### src/rtl/btb_predictor.sv
// btb_predictor: direct-mapped branch target buffer with 2-bit saturating counters
module btb_predictor #(
  parameter int ENTRIES = 16,
  localparam int INDEX_W = $clog2(ENTRIES),
  localparam int TAG_W = 30 - INDEX_W
) (
  input  logic        clk_i,
  input  logic        rst_i,
  input  logic [31:0] pc_i,
  output logic        br_sel_BTB_o,
  output logic [31:0] predicted_pc_o,
  input  logic        upd_valid_i,
  input  logic [31:0] upd_pc_i,
  input  logic        upd_taken_i,
  input  logic [31:0] upd_target_i,
  input  logic        flush_i
);
  logic [ENTRIES-1:0] valid_q;
  logic [TAG_W-1:0]   tag_q    [ENTRIES];
  logic [31:0]        target_q [ENTRIES];
  logic [1:0]         ctr_q    [ENTRIES];
  logic [INDEX_W-1:0] idx, uidx;
  logic [TAG_W-1:0]   tag, utag;
  logic               hit, uhit, upd_en;
  always_comb begin
    idx            = pc_i[INDEX_W+1:2];
    tag            = pc_i[31:INDEX_W+2];
    uidx           = upd_pc_i[INDEX_W+1:2];
    utag           = upd_pc_i[31:INDEX_W+2];
    hit            = valid_q[idx] && tag_q[idx] == tag;
    uhit           = valid_q[uidx] && tag_q[uidx] == utag;
    upd_en         = !rst_i && !flush_i && upd_valid_i;
    br_sel_BTB_o   = !rst_i && hit && ctr_q[idx][1];
    predicted_pc_o = br_sel_BTB_o ? target_q[idx] : pc_i + 32'd4;
  end
  always_ff @(posedge clk_i) begin
    if (rst_i) begin
      valid_q <= '0;
      for (int i = 0; i < ENTRIES; i++) ctr_q[i] <= 2'b01;
    end else if (flush_i) begin
      valid_q <= '0;
    end else if (upd_valid_i) begin
      if (uhit)
        ctr_q[uidx] <= upd_taken_i ? (ctr_q[uidx] == 2'b11 ? 2'b11 : ctr_q[uidx] + 2'b01)
                                   : (ctr_q[uidx] == 2'b00 ? 2'b00 : ctr_q[uidx] - 2'b01);
      else if (upd_taken_i) begin
        valid_q[uidx] <= 1'b1;
        ctr_q[uidx]   <= 2'b10;
      end
    end
  end
  // Tag rewrite on a taken hit is harmless: the tag already matches.
  always_ff @(posedge clk_i) begin
    if (upd_en && upd_taken_i) begin
      tag_q[uidx]    <= utag;
      target_q[uidx] <= upd_target_i;
    end
  end
endmodule

### config.mk
export PLATFORM = sky130hd
export DESIGN_NAME = btb_predictor
export DESIGN_NICKNAME = d
export VERILOG_FILES = /design/src/rtl/btb_predictor.sv
export SDC_FILE = /design/constraint.sdc
export NUM_CORES = 1
export LEC_CHECK = 0
export CORE_MARGIN = 5
export CORE_UTILIZATION = 25
export CTS_CLUSTER_SIZE = 24
export DETAILED_ROUTE_END_ITERATION = 10
export GPL_TIMING_DRIVEN = 0
export PLACE_DENSITY_LB_ADDON = 0.15
export SLEW_MARGIN = 20
export SYNTH_ARGS = -nofsm -noshare
export SYNTH_HDL_FRONTEND = slang
export SYNTH_SLANG_ARGS = --single-unit
export TNS_END_PERCENT = 1
### constraint.sdc
create_clock -name clk_i -period 10.5 [get_ports clk_i]
set_clock_uncertainty 0.2 [all_clocks]
set_input_delay 2.1 -clock clk_i [delete_from_list [all_inputs] [get_ports clk_i]]
set_output_delay 2.1 -clock clk_i [all_outputs]
set_load 0.02 [all_outputs]
==> results of run 1 <==
## per-layer routing
layer | vias to the layer above | track usage (%) | wire length, um
met5 | - | 0 | 82
met4 | 12 | 5.016 | 5147
met3 | 247 | 3.140 | 8173
met2 | 868 | 30.62 | 81050
met1 | 12950 | 21.83 | 63970
li1 | 9545 | - | -
## power by group
group	switching [uW]	internal, uW
registers	7.86	4300
logic	427	271
clock network	1660	2270
total	2090	6840
## kinds of logic after synthesis
kind of cell               count (synthesis)
DFF                                      976
muxes                                    494
and+or+nand+nor                          265
AOI/OAI and AO/OA                        152
buffers and inverters                    138
xor gates and xnor gates                  85
adders and majority gates                  1
## state kept, by name, indices dropped and copies added, names as in the netlist
name and flops:
tag_q 416, target_q 512, ctr_q 32, valid_q 16
## metrics by stage
stage                     setup TNS (ns)  power (uW)  utilization [%]
after global routing                   0        9242            30.78
after floorplan                        0        4744                -
after CTS                              0        9057            30.77
after global placement          -2954.31        5084            27.53
after detailed placement          -9.498        5096            28.58
final                                  0        8937            30.78
## path summary, 6_finish.rpt
kind,from,endpoint,slack (ns)
setup / recovery,pc_i[2],predicted_pc_o[31],0.20
hold / removal,valid_q[5],valid_q[5],0.29
setup reg to reg,tag_q[13][3],ctr_q[8][0],5.99
hold reg to reg,valid_q[5],valid_q[5],0.29
## cell usage in the layout, fill, tap and decap left out, types with 11 or more instances in the layout
cell	n
clkbuf_16	113
nor2b_1	14
mux2i_1	76
mux2_4	29
buf_12	43
o22ai_1	11
dfxtp_1	16
nand3_1	19
mux4_2	363
clkinv_2	22
o21bai_1	32
clkbuf_1	61
xnor2_1	56
nand4_1	17
mux2_2	16
buf_16	29
buf_2	56
xor2_1	29
nor2_1	63
nand2_1	87
clkdlybuf4s50_1	123
nor2_4	15
edfxtp_1	960
clkbuf_2	18
a21oi_1	20
o21ai_0	31
bufinv_16	11
clkinv_1	22
## critical path: stages
cell and delay, ns:
clkdlybuf4s50_1 0.57, buf_6 0.25, buf_8 0.22, buf_6 0.24, buf_2 0.42, buf_2 0.42
buf_2 0.55, nand2_1 0.26, nor3_2 0.61, and2_0 0.40, nand2b_1 0.17, nor2_1 0.64
xor2_1 0.14, mux2_1 0.39, clkdlybuf4s50_1 0.57
## cell type report
cell class | instances | area (sq um) | area share, %
Timing Repair Buffer | 193 | 2845 | 5.454
Tap cell | 2218 | 2775 | 5.319
Buffer | 128 | 711.9 | 1.365
Inverter | 10 | 37.54 | 0.07195
Antenna cell | 4 | 10.01 | 0.01919
Sequential cell | 976 | 29150 | 55.87
Multi-Input combinational cell | 997 | 12960 | 24.83
Clock buffer | 142 | 2967 | 5.686
Clock inverter | 63 | 719.4 | 1.379
## what timing repair did
| item | 4_1_cts | 5_1_grt |
|---|---|---|
| setup endpoints to repair | 32 | 1 |
| cloned | 0 | 0 |
| gates resized for setup | 6 | 6 |
| hold buffers | 0 | 0 |
==> flow_summary.toml, run 1 <==
[logic_synthesis]
synth_edf_count = 960
synthArstFlopShare_pct = 0
ys.flop_type = "edfxtp_1"
synth_nets = 2213
synth_area_leaders = "edfxtp_1 (68%), mux4_2 (19%), mux2i_1 (1.8%)"
syn_area_sq_mm = 0.04265
yosys.area.top_type_share_pct = 67.59
synthMuxAreaShare_pct = 22.91
synthSimpleGateAreaFrac_pct = 2.878
synth_cell_types = 69
syn_avg_cell_area_sq_um = 20.20
ys_top_cells_by_count = "edfxtp_1 (960), mux4_2 (363), nand2_1 (87)"
synth_cells = 2111
synth_adder_area_share_pct = 0.02934
ys_ff_latch = 976
yosysSeqAreaShare_pct = 68.34
synth-compound-area-share_pct = 2.470
yosysMostFrequentCell = "edfxtp_1"
synth_top_cell_by_area = "edfxtp_1"
synth_xor_area_share_pct = 1.745
synth_top_family_by_area = "multiplexers"
ys_warn_count = 0

[setup_path]
cp_max_fo = 10
required_ns = 8.20
cp-start-kind = "primary input"
worst-setup-path-type = "in2out"
crit_path_end_kind = "primary output"
cp.arrival_ns = 8.00
reg2reg_depth = 10

[timing]
worst_slew_pin_slew_ns = 1.231
setup_ws_ns = 0.1998
drv_slew = 0
max_freq_mhz = 97.09
min_period_ns = 10.30
fin_crit_sh_pct = 98.10
rsz0062_at_grt = "false"
finalHoldViolCount = 0
maxSlewHeadroom_pct = 17.96
worst_hold_slack_ns = 0.2898
setup_violations = 0

[cts]
post_cts_buffers = 0
cts_buffer_depth = 3
clkTransAtPathRegs_ns = 0.06
cts_root_buf = "clkbuf_16"
cts_tree = "done"
numCtsBuffers = 112
htree_levels = 3
cts.sinks = 976
clk_latency_ns = 0.74

[detailed_routing]
wl_um = 158400
antenna_left = 0
dr.first_iter.drc_count = 2297
dr.pass1.iters = 5
drc = 0
via_count = 23630
wl_per_cell_um = 33.49
routed_via_density = 4.994

[floorplanning]
core-area_sq_mm = 0.1695
die_w_um = 423.0
die_height_um = 423.0
start_util_pct = 25.17
die_area_sq_mm = 0.1790
rows = 151
pin_count = 134

[min_path]
whs_path_depth = 2
min-delay-path-class = "reg2reg"

[power_and_ir_drop]
p_leak_uw = 0.01642
peakVddDrop_mv = 0.1523
power.density_mw_per_mm2 = 171.3

[layout]
nets = 2520
layoutNonFillerInstCount = 4731
area_delta_synth_final_pct = 22.32
final_area_sq_mm = 0.05217
drive_above_1_share_pct = 30.05
num-fill-cells = 16260

[global_route]
grt_max_degree = 29
overflow = 0
antenna_found_initial = 23
grt_pass1_vias = 24900
grt_pass1_wl_um = 215000
track_usage_pct = 17.37

[placement]
dp_cells = 4522
dp.final_hpwl_um = 110500
io_buffers = 123
routabilityCongestion = 0.8432
placed_cell_area_sq_mm = 0.04844
place_ws_ns = -0.5438

[outcome]
outcome = "completed"

[job]
drv_cap = 0
Note: power is estimated with default switching activity, not from simulation.
==> inputs of run 2 (changes only) <==
--- a/config.mk
+++ b/config.mk
@@ -9,8 +9,10 @@
 export CORE_UTILIZATION = 25
 export CTS_CLUSTER_SIZE = 24
 export DETAILED_ROUTE_END_ITERATION = 10
+export DONT_BUFFER_PORTS = 1
 export GPL_TIMING_DRIVEN = 0
 export PLACE_DENSITY_LB_ADDON = 0.15
+export RECOVER_POWER = 25
 export SLEW_MARGIN = 20
 export SYNTH_ARGS = -nofsm -noshare
 export SYNTH_HDL_FRONTEND = slang
==> flow_summary.toml, run 2 (synthesis results as in run 1) <==
[setup_path]
r2r_setup_slack_ns = 6.04
crit_path_end_kind = "primary output"
reg2reg_depth = 10
cp-start-kind = "primary input"
worst-setup-path-type = "in2out"
r2r_end = "ctr_q[0][0]"
cp_max_fo = 10
rr_startpoint = "tag_q[13][3]"
required_ns = 8.20
cp.arrival_ns = 7.77

[timing]
max_freq_mhz = 99.27
finalHoldViolCount = 0
setup_violations = 0
setup_tns_ns = 0
drv_slew = 0
setup_ws_ns = 0.4269
worst_slew_pin_slew_ns = 1.165
rsz0062_at_grt = "false"
fin_crit_sh_pct = 95.93
maxSlewHeadroom_pct = 22.19
min_period_ns = 10.07

[cts]
clkTransAtPathRegs_ns = 0.06
clk_latency_ns = 0.75
cts_tree = "done"
numCtsBuffers = 109
htree_levels = 3
post_cts_buffers = 0
cts.sinks = 976
cts_root_buf = "clkbuf_16"
cts_buffer_depth = 3

[placement]
routabilityCongestion = 0.8198
dp.final_hpwl_um = 111000
io_buffers = 0
place_ws_ns = -0.02435

[layout]
regArea_sq_mm = 0.02915
area_delta_synth_final_pct = 19.52
layout_commonest_cell = "edfxtp_1"
reg.largest.list = "target_q x512, tag_q x416, ctr_q x32"
multiInputGateArea_sq_mm = 0.01295
nets = 2400
largest_reg_flops = 512
mostFrequentLayoutCells = "edfxtp_1 (960), mux4_2 (363), clkbuf_16 (111)"
num-fill-cells = 16290
top_register = "target_q"
drive_above_1_share_pct = 31.15

[power_and_ir_drop]
power_uw = 8723
power.density_mw_per_mm2 = 171.1
peakVddDrop_mv = 0.1167
p_leak_uw = 0.01595

[global_route]
grt_pass1_vias = 24160
antenna_found_initial = 2
track_usage_pct = 17.24
overflow = 0
grt_pass1_wl_um = 212900
grt_max_degree = 26

[detailed_routing]
via_count = 23260
wl_um = 157200
dr.pass1.iters = 6
routed_via_density = 5.041
dr.first_iter.drc_count = 2287
drc = 0
antenna_left = 0
wl_per_cell_um = 34.07

[floorplanning]
rows = 151
core-area_sq_mm = 0.1695
die_height_um = 423.0
pin_count = 134
die_area_sq_mm = 0.1790
start_util_pct = 25.17
die_w_um = 423.0

[job]
drv_cap = 0

[outcome]
outcome = "completed"

[min_path]
hp-start = "valid_q[8]"
min-delay-path-class = "reg2reg"
whs_path_depth = 2
hold_path_end = "valid_q[8]"
run 2: final cells by class:
type	count	area share [%]
clock buffers	142	5.736
well taps	2218	5.444
flip-flops and latches	976	57.18
plain buffers	128	1.370
inverters	10	0.07363
multi-input cells	997	25.40
clock inverters	66	1.262
diodes	1	0.004909
repair buffers	76	3.529
run 2: critical path, cell delays in order:
cell,delay (ns)
clkbuf_1,0.66
clkbuf_2,0.65
clkbuf_2,0.63
clkbuf_2,0.49
buf_2,0.50
nand3_1,0.27
nor3_2,0.60
and2_0,0.41
nand2b_1,0.17
nor2_1,0.58
xor2_1,0.13
mux2_1,0.48
run 2: worst max-delay path by stage:
stage                 from                  to  depth (start not counted)
2_1_floorplan      pc_i[2]  predicted_pc_o[17]                         11
3_3_place_gp   upd_pc_i[3]     target_q[10][8]                          8
3_5_place_dp       pc_i[5]  predicted_pc_o[31]                         12
4_1_cts            pc_i[5]  predicted_pc_o[31]                         12
5_1_grt            pc_i[3]   predicted_pc_o[2]                         14
6_report           pc_i[5]  predicted_pc_o[31]                         12
run 2: power breakdown:
group / internal [uW] / switching, uW
logic: 231 / 351
registers: 4300 / 7.73
clock network: 2210 / 1630
total: 6740 / 1990
run 2: repair_timing:
| action | in CTS | in global routing |
|---|---|---|
| gates resized for setup | 1 | 0 |
| hold buffers | 0 | 0 |
| endpoints found under the setup margin | 1 | 0 |
run 2: metal layers:
| layer | global-route usage, % | vias up | part of all wire, % |
|---|---|---|---|
| met1 | 21.83 | 12810 | 41 |
| met3 | 3.516 | 236 | 5.7 |
| li1 | - | 9318 | - |
| met4 | 4.443 | 0 | 2.9 |
| met5 | 0 | - | 0 |
| met2 | 30.15 | 895 | 51 |
run 2: per-stage QoR:
| step | std cells | instance area, sq um | hold WS (ns) | util [%] |
|---|---|---|---|---|
| 2_1_floorplan | 2111 | 42650 | 0.2352 | - |
| 3_3_place_gp | 4329 | 45430 | 0.2636 | 26.80 |
| 3_5_place_dp | 4405 | 47400 | 0.2703 | 27.97 |
| 4_1_cts | 4613 | 50970 | 0.2813 | 30.07 |
| 5_1_grt | 4613 | 50980 | 0.3070 | 30.08 |
| 6_report | 4614 | 50980 | 0.2799 | 30.08 |
